--- src/rtl/uart_rx_framer.sv ---
// Parametrised oversampling UART receiver with parity and framing checks.
// Reports each completed frame with a one-cycle done pulse and held outputs.
module uart_rx_framer #(
    parameter int DATA_WIDTH  = 8,
    parameter int PARITY_MODE = 1,
    parameter int STOP_WIDTH  = 1,
    parameter int OVERSAMPLE  = 16
) (
    input  logic                  i_clock,
    input  logic                  i_reset,
    input  logic                  i_tick,
    input  logic                  i_rx,
    output logic                  o_rx_done,
    output logic [DATA_WIDTH-1:0] o_rx_data,
    output logic                  o_rx_parity,
    output logic                  o_parity_err,
    output logic                  o_frame_err,
    output logic                  o_busy
);

    localparam int TW = $clog2(OVERSAMPLE);
    localparam int BW = (DATA_WIDTH > 1) ? $clog2(DATA_WIDTH) : 1;

    localparam logic [TW-1:0] HALF_LAST = TW'(OVERSAMPLE / 2 - 1);
    localparam logic [TW-1:0] BIT_LAST  = TW'(OVERSAMPLE - 1);
    localparam logic [BW-1:0] DATA_LAST = BW'(DATA_WIDTH - 1);
    localparam logic [BW-1:0] STOP_LAST = BW'(STOP_WIDTH - 1);

    localparam logic [2:0] S_IDLE   = 3'd0;
    localparam logic [2:0] S_START  = 3'd1;
    localparam logic [2:0] S_DATA   = 3'd2;
    localparam logic [2:0] S_PARITY = 3'd3;
    localparam logic [2:0] S_STOP   = 3'd4;
    localparam logic [2:0] S_BREAK  = 3'd5;

    logic                  rx_meta_q, rx_s_q;
    logic [2:0]            state_q, state_d;
    logic [TW-1:0]         tick_q, tick_d;
    logic [BW-1:0]         bit_q, bit_d;
    logic [DATA_WIDTH-1:0] shift_q, shift_d;
    logic                  par_q, par_d;
    logic                  ferr_q, ferr_d;
    logic [DATA_WIDTH-1:0] data_q, data_d;
    logic                  rpar_q, rpar_d;
    logic                  perr_q, perr_d;
    logic                  fe_q, fe_d;
    logic                  done_q, done_d;
    logic                  ferr_new;
    logic                  pxor;
    logic                  perr_calc;

    // Two-flop synchroniser; resets to the idle-high line level.
    always_ff @(posedge i_clock or negedge i_reset) begin
        if (!i_reset) begin
            rx_meta_q <= 1'b1;
            rx_s_q    <= 1'b1;
        end else begin
            rx_meta_q <= i_rx;
            rx_s_q    <= rx_meta_q;
        end
    end

    // Parity verdict over the assembled word and the latched parity bit.
    always_comb begin
        pxor = ^{shift_q, par_q};
        if (PARITY_MODE == 1) begin
            perr_calc = pxor;
        end else if (PARITY_MODE == 2) begin
            perr_calc = ~pxor;
        end else begin
            perr_calc = 1'b0;
        end
    end

    // Frame FSM: start qualification, bit sampling, stop check, break hold-off.
    always_comb begin
        state_d  = state_q;
        tick_d   = tick_q;
        bit_d    = bit_q;
        shift_d  = shift_q;
        par_d    = par_q;
        ferr_d   = ferr_q;
        data_d   = data_q;
        rpar_d   = rpar_q;
        perr_d   = perr_q;
        fe_d     = fe_q;
        done_d   = 1'b0;
        ferr_new = ferr_q | ~rx_s_q;
        unique case (state_q)
            S_IDLE: begin
                if (!rx_s_q) begin
                    state_d = S_START;
                    tick_d  = '0;
                end
            end
            S_START: begin
                if (i_tick) begin
                    if (tick_q == HALF_LAST) begin
                        tick_d = '0;
                        if (!rx_s_q) begin
                            state_d = S_DATA;
                            bit_d   = '0;
                            ferr_d  = 1'b0;
                            par_d   = 1'b0;
                        end else begin
                            state_d = S_IDLE;
                        end
                    end else begin
                        tick_d = tick_q + TW'(1);
                    end
                end
            end
            S_DATA: begin
                if (i_tick) begin
                    if (tick_q == BIT_LAST) begin
                        tick_d  = '0;
                        shift_d = {rx_s_q, shift_q[DATA_WIDTH-1:1]};
                        if (bit_q == DATA_LAST) begin
                            bit_d   = '0;
                            state_d = (PARITY_MODE != 0) ? S_PARITY : S_STOP;
                        end else begin
                            bit_d = bit_q + BW'(1);
                        end
                    end else begin
                        tick_d = tick_q + TW'(1);
                    end
                end
            end
            S_PARITY: begin
                if (i_tick) begin
                    if (tick_q == BIT_LAST) begin
                        tick_d  = '0;
                        par_d   = rx_s_q;
                        state_d = S_STOP;
                    end else begin
                        tick_d = tick_q + TW'(1);
                    end
                end
            end
            S_STOP: begin
                if (i_tick) begin
                    if (tick_q == BIT_LAST) begin
                        tick_d = '0;
                        ferr_d = ferr_new;
                        if (bit_q == STOP_LAST) begin
                            bit_d   = '0;
                            data_d  = shift_q;
                            rpar_d  = par_q;
                            perr_d  = perr_calc;
                            fe_d    = ferr_new;
                            done_d  = 1'b1;
                            state_d = (ferr_new && !rx_s_q) ? S_BREAK : S_IDLE;
                        end else begin
                            bit_d = bit_q + BW'(1);
                        end
                    end else begin
                        tick_d = tick_q + TW'(1);
                    end
                end
            end
            S_BREAK: begin
                if (rx_s_q) begin
                    state_d = S_IDLE;
                end
            end
            default: begin
                state_d = S_IDLE;
            end
        endcase
    end

    // State, counters and held frame results.
    always_ff @(posedge i_clock or negedge i_reset) begin
        if (!i_reset) begin
            state_q <= S_IDLE;
            tick_q  <= '0;
            bit_q   <= '0;
            shift_q <= '0;
            par_q   <= 1'b0;
            ferr_q  <= 1'b0;
            data_q  <= '0;
            rpar_q  <= 1'b0;
            perr_q  <= 1'b0;
            fe_q    <= 1'b0;
            done_q  <= 1'b0;
        end else begin
            state_q <= state_d;
            tick_q  <= tick_d;
            bit_q   <= bit_d;
            shift_q <= shift_d;
            par_q   <= par_d;
            ferr_q  <= ferr_d;
            data_q  <= data_d;
            rpar_q  <= rpar_d;
            perr_q  <= perr_d;
            fe_q    <= fe_d;
            done_q  <= done_d;
        end
    end

    assign o_rx_done    = done_q;
    assign o_rx_data    = data_q;
    assign o_rx_parity  = rpar_q;
    assign o_parity_err = perr_q;
    assign o_frame_err  = fe_q;
    assign o_busy       = (state_q != S_IDLE);

endmodule

--- config.mk ---
export PLATFORM = sky130hd
export DESIGN_NAME = uart_rx_framer
export DESIGN_NICKNAME = d
export VERILOG_FILES = /design/src/rtl/uart_rx_framer.sv
export SDC_FILE = /design/constraint.sdc
export NUM_CORES = 1
export LEC_CHECK = 0
export CAP_MARGIN = 0
export CORE_MARGIN = 4
export CORE_UTILIZATION = 30
export CTS_BUF_LIST = sky130_fd_sc_hd__clkbuf_8
export CTS_CLUSTER_DIAMETER = 100
export DETAILED_ROUTE_END_ITERATION = 6
export SYNTH_ARGS = -nofsm -noshare
export SYNTH_HDL_FRONTEND = slang
export SYNTH_SLANG_ARGS = --single-unit
--- constraint.sdc ---
create_clock -name i_clock -period 2.3 [get_ports i_clock]
set_clock_uncertainty 0.1 [all_clocks]
set_input_delay 0.46 -clock i_clock [delete_from_list [all_inputs] [get_ports i_clock]]
set_output_delay 0.46 -clock i_clock [all_outputs]
set_load 0.01 [all_outputs]
==> out/results.ini, run 1 <==
[worst_setup_path]
critPathMaxFanout=10
r2r_cells=5
crit_type=flip-flop to output pin
cp-start-kind=flip-flop
cp.arrival_ns=1.67
endpoint_kind=output pin
cp.required_ns=1.74

[detailed_routing]
drc_errors=0
detail-route-antenna-nets=0
drt-initial-drc-count=87
route.vias.total=1280
first_pass_iters=4
routedWlPerCell_um=14.2
wirelength_um=3570
detail_route.vias_per_cell=5.10

[floorplanning]
die_x_um=85.2
die_height_um=85.2
dieArea_sq_um=7260
rows=27
start_util=0.317
io_pins=17
coreArea_sq_um=5640

[place]
dp_hpwl_um=2620
place.gp.congestion=0.836
port_buffers=16

[yosys]
synth.net_count=159
ys_ff_latch=34
synth_edf_count=0
async_flop_share=1.00
synthCells=151
ys_seq_area_frac=0.477
synth.avg_cell_area_sq_um=11.8
syn_area_sq_um=1790
yosysWarnings=0
synthTopCellsByArea=dfrtp_1, mux2_1, mux2_4
synth_area_leader_cell=dfrtp_1
synth_cell_types=50
synth_ff_type=dfrtp_1
synth_top_area_frac=0.448

[grt]
grt_max_degree=35
grt_pass1_vias=1268
grt_pass1_wl_um=6400
antenna_found_initial=0
grt.overflow.total=0
grtUsageTotal=0.111

[worst_hold_path]
hold_class=flip-flop to flip-flop
whs_path_depth=0

[status]
status=completed

[clock_network]
clock_latency_ns=0.29
cts_buffers=5
hold_buffers=0
cts_buffer_depth=2
cts_resized=0
cts_setup_buffers=0
clock-sinks=34
htree_levels=2
cts.clk_slew.worst_paths_ns=0.07
cts_root_buffer=clkbuf_8
cts_tree=done

[final_layout]
drive_gt1_frac=0.196
regArea_sq_um=856
fill_cells=547
layout.nets=186
antennaDiodeCount=0
syn2layout_area_growth_pct=22.9
multi_input_area_sq_um=861

[sta]
fin_crit_sh=0.968
drv_slew=0
rsz0062_at_grt=no
timing.fmax_mhz=449
hold_viol=0
fin_crit_ns=2.23
max_slew.worst_pin.slew_ns=0.476
tns_ns=0
setup_viol=0
relSlewSlack=0.683

[power]
power.density_nw_per_um2=1000
total_power_mw=2.20
peakVddDrop_uv=717
leakagePower_nw=1.02

[run]
max_cap_violations=0

metal layers:
metal  routed length [um]  GRT usage  vias to the layer above
met5                    0          0                        -
met4                   79     0.0518                        0
met3                  129     0.0262                        5
met2                 1640      0.167                       26
met1                 1720      0.150                      644
li1                     -          -                      605
cells by family after synthesis:
group,count (synthesis),synth area share
simple gates,39,0.134
flops,34,0.477
compound gates,27,0.114
mux,22,0.154
buf+inv,16,0.0420
xor+xnor,9,0.0517
fa+ha+maj,4,0.0280
power by group:
group	switching [mW]	leakage, nW	internal, mW
registers	0.134	0.445	0.703
clock network	0.215	0.0626	0.349
logic	0.398	0.508	0.401
total	0.747	1.02	1.45
state kept, by name, summed over array words and instances, names as in the netlist:
| signal | count |
|---|---|
| state_q | 3 |
| o_rx_data | 8 |
| tick_q | 4 |
| o_parity_err | 1 |
| o_rx_done | 1 |
| ferr_q | 1 |
| o_frame_err | 1 |
| rx_s_q | 1 |
| par_q | 1 |
| shift_q | 8 |
| rx_meta_q | 1 |
| o_rx_parity | 1 |
| bit_q | 3 |
stage by stage:
stage / cell area (sq um) / util / hold slack [ns] / setup WS (ns) / cells
2_1_floorplan: 1790 / - / 0.0644 / 0.379 / 151
3_3_place_gp: 2080 / 0.369 / 0.247 / 0.0816 / 243
3_5_place_dp: 2080 / 0.369 / 0.247 / 0.0574 / 243
4_1_cts: 2200 / 0.389 / 0.257 / 0.0249 / 251
5_1_grt: 2200 / 0.390 / 0.261 / 0.000578 / 251
6_report: 2200 / 0.390 / 0.257 / 0.0736 / 251
cells in the final DEF, fill, tap and decap left out, types with 4 or more instances in the layout:
master / n
clkdlybuf4s50_1: 16
xnor2_1: 6
nor3_1: 4
nand2_1: 7
mux2_4: 8
mux2_1: 11
nor2b_1: 4
dfrtp_1: 30
nand3_1: 5
ha_1: 4
clkbuf_8: 6
inv_1: 10
buf_4: 11
o21ai_1: 4
area by class of cell:
type                       instances  area share
clock buffer                       6      0.0375
clock inverter                     2      0.0154
inverter                           9      0.0154
multi-input combinational        101       0.391
sequential                        34       0.389
tap                               72      0.0410
timing repair buffer              27       0.110
Yosys cell counts (all sizes together) (4+ instances only):
library cell,instances
dfrtp,32
mux2,20
inv,9
nand2,7
xnor2,6
nand3,5
nor3,5
o21ai,5
buf,4
ha,4
nor2b,4
critical path, cell delays in order (launching register included):
cell,delay (ns)
dfrtp_2,0.47
or3_1,0.42
clkdlybuf4s50_1,0.50
worst paths after layout:
kind                       startpoint      endpoint  slack, ns
hold / removal              rx_meta_q        rx_s_q       0.26
hold reg to reg             rx_meta_q        rx_s_q       0.26
min in group asynchronous     i_reset  o_rx_data[3]       0.48
setup reg to reg            tick_q[0]    shift_q[5]       0.11
max in group asynchronous     i_reset     rx_meta_q       1.28
setup / recovery           state_q[2]        o_busy       0.07
Power figures use the tool's default switching activity.
==> run 2, diff against run 1 <==
Settings changed: REMOVE_ABC_BUFFERS set to 1.
Clock period 2.3 ns to 2.38 ns, I/O delays scaled along.
==> out/results.ini, run 2 (same netlist as run 1, synthesis figures left out) <==
[status]
status=completed

[detailed_routing]
wl_met1_um=1670  ; -2.7%
detail-route-antenna-nets=0  ; unchanged
routedWlPerCell_um=13.8  ; -2.8%
highest_layer=met4
wl_met3_um=87  ; -33%
wl_met2_um=1600  ; -2.8%
route.vias.total=1220  ; -4.7%
drt-initial-drc-count=71  ; -18%
wirelength_um=3440  ; -3.6%
drc_errors=0  ; unchanged
detail_route.vias_per_cell=4.90  ; -3.9%
first_pass_iters=4  ; unchanged

[power]
seq_power_share=0.412  ; +0.032
leakagePower_nw=0.989  ; -2.5%
p_sw_mw=0.717  ; -3.9%
power_switching_share=0.359  ; +0.0199
p_int_mw=1.28  ; -12%
p_comb_frac=0.363  ; about the same
peakVddDrop_uv=501  ; -30%
power.density_nw_per_um2=924  ; -7.6%
total_power_mw=2.00  ; -9.3%
power.share.clock=0.225  ; -0.031

[final_layout]
post-route-util=0.383  ; -0.00687
final_common_cell=dfrtp_1
layout.nets=184  ; -1.1%
drive_gt1_frac=0.186  ; -0.00909
antennaDiodeCount=0  ; unchanged
syn2layout_area_growth_pct=20.8
fill_cells=568  ; +3.8%
final_cell_mix=dfrtp_1, clkdlybuf4s50_1, mux2_1

[worst_setup_path]
cp.arrival_ns=2.30  ; +0.63 ns
crit_chain=ha_1, and4b_1, a221oi_2, or3_1, mux2_4
crit_type=flip-flop to flip-flop
cp-start-kind=flip-flop
critPathMaxFanout=8  ; -2
endpoint_kind=flip-flop
cp.required_ns=2.46  ; +0.72 ns
slowest_delay_ns=0.47  ; -0.03 ns
slowest_stage=or3_1

[sta]
hold_viol=0  ; unchanged
setup_viol=0  ; unchanged
rsz0062_at_grt=no
fin_crit_ns=2.22
whs_ns=0.259  ; +0.00217 ns
relSlewSlack=0.677  ; -0.00583
max_slew.worst_pin.slew_ns=0.484  ; +0.00875 ns
tns_ns=0  ; unchanged
drv_slew=0  ; unchanged
fin_crit_sh=0.932
timing.fmax_mhz=451

[floorplanning]
start_util=0.317  ; unchanged
dieArea_sq_um=7260  ; unchanged
die_height_um=85.2  ; unchanged
io_pins=17  ; unchanged
die_x_um=85.2  ; unchanged
rows=27  ; unchanged
coreArea_sq_um=5640  ; unchanged

[clock_network]
htree_levels=2  ; unchanged
hold_buffers=0  ; unchanged
cts_root_buffer=clkbuf_8
clock_latency_ns=0.29  ; about the same
cts_buffers=5  ; unchanged
cts.clk_slew.worst_paths_ns=0.07  ; about the same
cts_buffer_depth=2  ; unchanged
clock-sinks=34  ; unchanged
cts_tree=done

[run]
max_cap_violations=0  ; unchanged

[grt]
grt_pass1_wl_um=6090  ; -5.0%
grtUsageTotal=0.107  ; -0.00413
grt_pass1_vias=1257  ; -0.87%
antenna_found_initial=0  ; unchanged
grt_max_degree=35  ; unchanged
grt.overflow.total=0  ; unchanged

[place]
port_buffers=16  ; unchanged
dp_hpwl_um=2560  ; -2.2%
place.gp.congestion=0.825  ; -1.4%

[worst_hold_path]
hold_class=flip-flop to flip-flop

==> run 2: cell type report <==
cell class                      count  area, sq um  share of cell area
Timing Repair Buffer               25          226               0.105
Tap cell                           72         90.1              0.0417
Inverter                            9         33.8              0.0156
Multi-Input combinational cell    101          861               0.398
Clock inverter                      2         12.5             0.00579
Clock buffer                        6         82.6              0.0382
Sequential cell                    34          855               0.395
==> run 2: metal layers <==
| layer | vias up | GRT usage |
|---|---|---|
| li1 | 599 | - |
| met1 | 601 | 0.134 |
| met2 | 13 | 0.169 |
| met3 | 7 | 0.0272 |
| met4 | 0 | 0.0561 |
| met5 | - | 0 |
==> run 2: stage by stage <==
step | setup slack [ns] | instances | area, sq um
3_5_place_dp | 0.0991 | 241 | 2070
3_3_place_gp | 0.111 | 241 | 2070
6_report | 0.163 | 249 | 2160
4_1_cts | 0.165 | 249 | 2160
5_1_grt | 0.0588 | 249 | 2160
2_1_floorplan | 0.152 | 144 | 1750
==> run 2: worst max-delay path, delay by kind of cell, from the launching register on <==
family                   cells  cell delay [ns]
AND/OR/NAND/NOR              2             0.69
flip-flops                   1             0.40
multiplexers                 1             0.34
AO/OA/AOI/OAI                1             0.31
adder cells (fa/ha/maj)      1             0.27
==> run 2: path summary, 6_finish.rpt <==
kind | startpoint | to | slack (ns) | depth (start not counted)
min in group asynchronous | i_reset | state_q[1] | 0.49 | 2
max in group asynchronous | i_reset | rx_s_q | 1.36 | 2
max | tick_q[0] | shift_q[3] | 0.16 | 5
min | rx_meta_q | rx_s_q | 0.26 | 0
min reg2reg | rx_meta_q | rx_s_q | 0.26 | 0
max reg2reg | tick_q[0] | shift_q[3] | 0.16 | 5
==> run 2: timing repair <==
item | CTS | global route
buffers inserted | 0 | 0
resized for setup | 2 | 0
endpoints found under the setup margin | 1 | 0
==> run 2: power groups by stage <==
stage | clock, mW | sequential [mW] | combinational (mW)
6_report | 0.449 | 0.822 | 0.724
5_1_grt | 0.498 | 0.851 | 0.821
4_1_cts | 0.468 | 0.823 | 0.736
3_5_place_dp | 0 | 0.833 | 0.737
3_3_place_gp | 0 | 0.831 | 0.729
2_1_floorplan | 0 | 0.804 | 0.527
==> run 3, diff against run 2 <==
Settings changed: CORE_MARGIN 4 to 5, CTS_CLUSTER_SIZE set to 20.
==> out/results.ini, run 3 (same netlist as run 1, synthesis figures left out) <==
[status]
status=completed

[sta]
tns_ns=0  ; unchanged
fin_crit_sh=0.966  ; +0.0345
setup_viol=0  ; unchanged
relSlewSlack=0.692  ; +0.0151
hold_viol=0  ; unchanged
max_slew.worst_pin.slew_ns=0.450  ; -0.0343 ns
fin_crit_ns=2.30  ; +0.0822 ns
whs_ns=0.256  ; -0.00327 ns
drv_slew=0  ; unchanged
rsz0062_at_grt=no
timing.fmax_mhz=435  ; -3.6%

[place]
dp_hpwl_um=2540  ; -0.85%
port_buffers=16  ; unchanged
place.gp.congestion=0.770  ; -6.6%
dpl_cell_area_sq_um=2080  ; +0.55%

[floorplanning]
die_height_um=87.2  ; +2.3%
rows=28  ; +3.7%
io_pins=17  ; unchanged
dieArea_sq_um=7610  ; +4.7%
start_util=0.306  ; -0.0113
coreArea_sq_um=5850  ; +3.7%
die_x_um=87.2  ; +2.3%

[detailed_routing]
route.vias.total=1227  ; +0.57%
first_pass_iters=4  ; unchanged
routedWlPerCell_um=13.6  ; -1.7%
wirelength_um=3440  ; about the same
detail_route.vias_per_cell=4.85  ; -1.0%
detail-route-antenna-nets=0  ; unchanged
drt-initial-drc-count=30  ; -58%
highest_layer=met4
wl_met3_um=146  ; +68%
drc_errors=0  ; unchanged
wl_met2_um=1620  ; +1.6%
wl_met1_um=1640  ; -1.7%

[worst_setup_path]
reg2reg_from=tick_q[0]
crit_type=flip-flop to output pin
cp.required_ns=1.80  ; -0.66 ns
r2r_slack_ns=0.22  ; +0.06 ns
endpoint_kind=output pin
critPathMaxFanout=13  ; +5
cp.arrival_ns=1.72  ; -0.58 ns
r2r-end=shift_q[5]
cp-start-kind=flip-flop
r2r_cells=5  ; unchanged

[worst_hold_path]
whs_path_depth=0  ; unchanged
min_from=rx_meta_q
holdPathEnd=rx_s_q
hold_class=flip-flop to flip-flop

[power]
power.density_nw_per_um2=912  ; -1.2%
peakVddDrop_uv=427  ; -15%
total_power_mw=1.97  ; -1.2%
leakagePower_nw=0.996  ; +0.62%

[grt]
grtUsageTotal=0.0978  ; -0.00898
grt_max_degree=35  ; unchanged
grt_pass1_wl_um=5960  ; -2.0%
antenna_found_initial=0  ; unchanged
grt_pass1_vias=1260  ; +0.24%
grt.overflow.total=0  ; unchanged

[clock_network]
htree_levels=2  ; unchanged
cts_tree=done
clock_latency_ns=0.28  ; about the same
cts.clk_slew.worst_paths_ns=0.07  ; about the same
cts_setup_buffers=0  ; unchanged
cts_root_buffer=clkbuf_8
cts_buffers=5  ; unchanged
clock-sinks=34  ; unchanged
hold_buffers=0  ; unchanged
cts_buffer_depth=2  ; unchanged
cts_resized=0  ; -2

[final_layout]
final_common_cell=dfrtp_1
postLayoutCellArea_sq_um=2160  ; about the same
syn2layout_area_growth_pct=20.8  ; about the same
post-route-util=0.370  ; -0.0135
final_cell_mix=dfrtp_1, clkdlybuf4s50_1, inv_1, mux2_1, buf_4
layout.nets=185  ; +0.54%
antennaDiodeCount=0  ; unchanged
drive_gt1_frac=0.180  ; -0.00667

[run]
max_cap_violations=0  ; unchanged

[run 3: worst max-delay path, cell delays in order, from the launching register on]
cell	delay, ns
dfrtp_2	0.49
or3_1	0.45
clkdlybuf4s50_1	0.50
[run 3: worst max path at each step]
stage,from,end,cells after the start
floorplan,state_q[0],o_parity_err,3
global placement,i_tick,shift_q[5],4
detailed placement,i_tick,shift_q[6],4
CTS,state_q[2],o_busy,2
global route,state_q[2],o_busy,2
finish,state_q[2],o_busy,2
[run 3: power by group]
group	internal, mW	switching [mW]	leakage, nW
Clock	0.198	0.209	0.0467
Combinational	0.384	0.380	0.503
Sequential	0.678	0.123	0.446
[run 3: final cells by class]
class | count | area, sq um
multi-input cells | 101 | 861
clock inverters | 3 | 15.0
well taps | 75 | 93.8
inverters | 9 | 33.8
repair buffers | 26 | 235
flip-flops and latches | 34 | 855
fillers | 590 | 3690
clock buffers | 5 | 68.8
[run 3: metrics by stage]
| stage | cells | setup WS, ns |
|---|---|---|
| final | 253 | 0.0807 |
| after global placement | 245 | 0.100 |
| after global routing | 253 | 0.0325 |
| after detailed placement | 245 | 0.0794 |
| after CTS | 253 | 0.0286 |
| after floorplan | 144 | 0.152 |
[run 3: layer usage]
metal | global-route usage | up-vias
met2 | 0.155 | 20
met4 | 0.0251 | 0
met5 | 0 | -
met3 | 0.0255 | 2
met1 | 0.133 | 598
li1 | - | 607
==> variant, RTL diff (flow settings as in run 2) <==
Reset style: synchronous (`i_reset`), changed in 2 clocked blocks.
--- a/src/rtl/uart_rx_framer.sv
+++ b/src/rtl/uart_rx_framer.sv
@@ -50,7 +50,7 @@
     logic                  perr_calc;
 
     // Two-flop synchroniser; resets to the idle-high line level.
-    always_ff @(posedge i_clock or negedge i_reset) begin
+    always_ff @(posedge i_clock) begin
         if (!i_reset) begin
             rx_meta_q <= 1'b1;
             rx_s_q    <= 1'b1;
@@ -170,7 +170,7 @@
     end
 
     // State, counters and held frame results.
-    always_ff @(posedge i_clock or negedge i_reset) begin
+    always_ff @(posedge i_clock) begin
         if (!i_reset) begin
             state_q <= S_IDLE;
             tick_q  <= '0;
Check against the original RTL: differs if i_reset is asserted again (counterexample within 4 cycles, from zero or initial values and one cycle with i_reset low); with i_reset held inactive, the same outputs for 10 cycles.
==> variant against run 2 <==
Die area increased by 0.58%; sequential cell count did not move; final area is the same; via count increased by 10%; worst setup slack got worse by 0.00098 ns; area after synthesis is 0.63% higher; critical path depth shrank 2; non-clock buffer count fell by 1; synthesized cell count rose by 25%; wire length is 1.1% higher; critical path type is now register to primary output; largest cell class unchanged; highest routed layer unchanged.
Power is not compared: it rests on default switching activity, and its combinational part moved more than twofold at a synthesized area within 25%.
==> variant: results (changes against run 2) <==
stage;metric;value;unit;change
setup_path;crit_family;buffers and inverters;;was simple AND/OR/NAND/NOR gates
finish;nets;215;;was 184
worst_hold_path;hold_depth;1;;was 0
sta;worst_pin_slew;0.3747;ns;was 0.4843 ns
route;via_per_inst;4.814;;was 4.900
yosys;yosysSeqAreaShare;0.3780;;was 0.4769
placement;place_ws;0.08710;ns;was 0.09910 ns
setup_path;critPathSlowestCell;clkdlybuf4s50_1;;was or3_1
finish;drive_gt1_frac;0.1111;;was 0.1864
yosys;postSynth.asyncResetShare;0;;was 1.000
clock_network;cts-resized-gates;0;;was 2
yosys;synth.area.top_cells;dfxtp_1 38%, mux2i_1 11%, nor2b_1 7.3%;;was dfrtp_1 45%, mux2_1 6.9%, mux2_4 6.7%
setup_path;cp.arrival;1.64;ns;was 2.30 ns
setup_path;ff2ff_setup_slack;0.45;ns;was 0.16 ns
yosys;ys_types;51;;was 50
setup_path;slowest_delay;0.49;ns;was 0.47 ns
finish;fillCellCount;591;;was 568
global_route;grt_max_degree;36;;was 35
placement;placed_area;2048;sq um;was 2066 sq um
status;run_status;completed;;unchanged
finish;seq_area;680.7;sq um;was 854.6 sq um
placement;place_congestion;0.8443;;was 0.8247
worst_hold_path;min-delay-start;rx_meta_q;;unchanged
yosys;yosys_most_used_dff;dfxtp_1;;was dfrtp_1
worst_hold_path;whs_endpoint;rx_s_q;;unchanged
setup_path;r2r_start;tick_q[0];;unchanged
route;drt_iter0_markers;101;;was 71
route;wl;3.478;mm;was 3.440 mm
[variant: cell types whose count changed after synthesis, sizes merged, moves of 3 or more]
cell	before	now
mux2	20	0
dfxtp	0	34
a211oi	3	0
o21a	0	3
nand2b	1	7
nor2b	4	21
dfrtp	32	0
mux2i	2	19
nor2	2	9
inv	9	6
clkbuf	3	6
a21oi	2	5
a21boi	0	6
buf	4	7
[variant: worst max-delay path by stage]
stage	start	to	slack [ns]	depth (start not counted)
CTS	state_q[1]	o_busy	0.15	3
detailed placement	i_tick	bit_q[0]	0.09	7
global route	state_q[1]	o_busy	0.03	3
global placement	i_tick	bit_q[0]	0.13	7
floorplan	state_q[2]	o_parity_err	0.40	5
finish	state_q[1]	o_busy	0.16	3
[variant: worst reg2reg max path, delay by kind of cell (launching register included)]
| family | cells | cell delay, ns |
|---|---|---|
| AO/OA/AOI/OAI | 4 | 0.87 |
| adder cells (fa/ha/maj) | 1 | 0.22 |
| AND/OR/NAND/NOR | 1 | 0.26 |
| flip-flops | 1 | 0.37 |
[variant: power by group through the flow]
stage / Sequential, uW / Clock [uW] / Combinational [uW]
6_report: 574 / 537 / 42.2
5_1_grt: 574 / 576 / 46.2
4_1_cts: 573 / 555 / 42.4
3_5_place_dp: 587 / 0 / 42.2
3_3_place_gp: 587 / 0 / 42.4
2_1_floorplan: 587 / 0 / 18.4
[variant: area by class of cell]
cell class | instances | share of cell area
tap | 72 | 0.04169
inverter | 6 | 0.01042
multi-input combinational | 136 | 0.4731
timing repair buffer | 24 | 0.1077
clock inverter | 1 | 0.01390
sequential | 34 | 0.3150
clock buffer | 6 | 0.03822
[variant: cell families (layout without fill, tap and decap cells)]
kind of cell    Yosys count  in the layout  synth area share
flops                    34             34            0.3780
mux                      19             19            0.1056
xor+xnor                  7              7           0.04169
simple gates             72             72            0.2488
buf+inv                  19             37           0.05420
fa+ha+maj                 4              4           0.02780
compound gates           34             34            0.1439
[variant: stage by stage]
| stage | total power, uW | instances | hold WS, ns |
|---|---|---|---|
| floorplan | 605.7 | 176 | 0.2863 |
| global placement | 629.0 | 272 | 0.2903 |
| detailed placement | 628.8 | 272 | 0.2909 |
| CTS | 1171 | 279 | 0.3037 |
| global route | 1196 | 279 | 0.3283 |
| finish | 1153 | 279 | 0.3020 |
[variant: layer usage]
| metal | part of all wire | wire (um) | GRT usage |
|---|---|---|---|
| met4 | 0.019 | 66 | 0.04748 |
| met2 | 0.42 | 1467 | 0.1462 |
| met3 | 0.031 | 109 | 0.02718 |
| met5 | 0 | 0 | 0 |
| met1 | 0.53 | 1835 | 0.1402 |
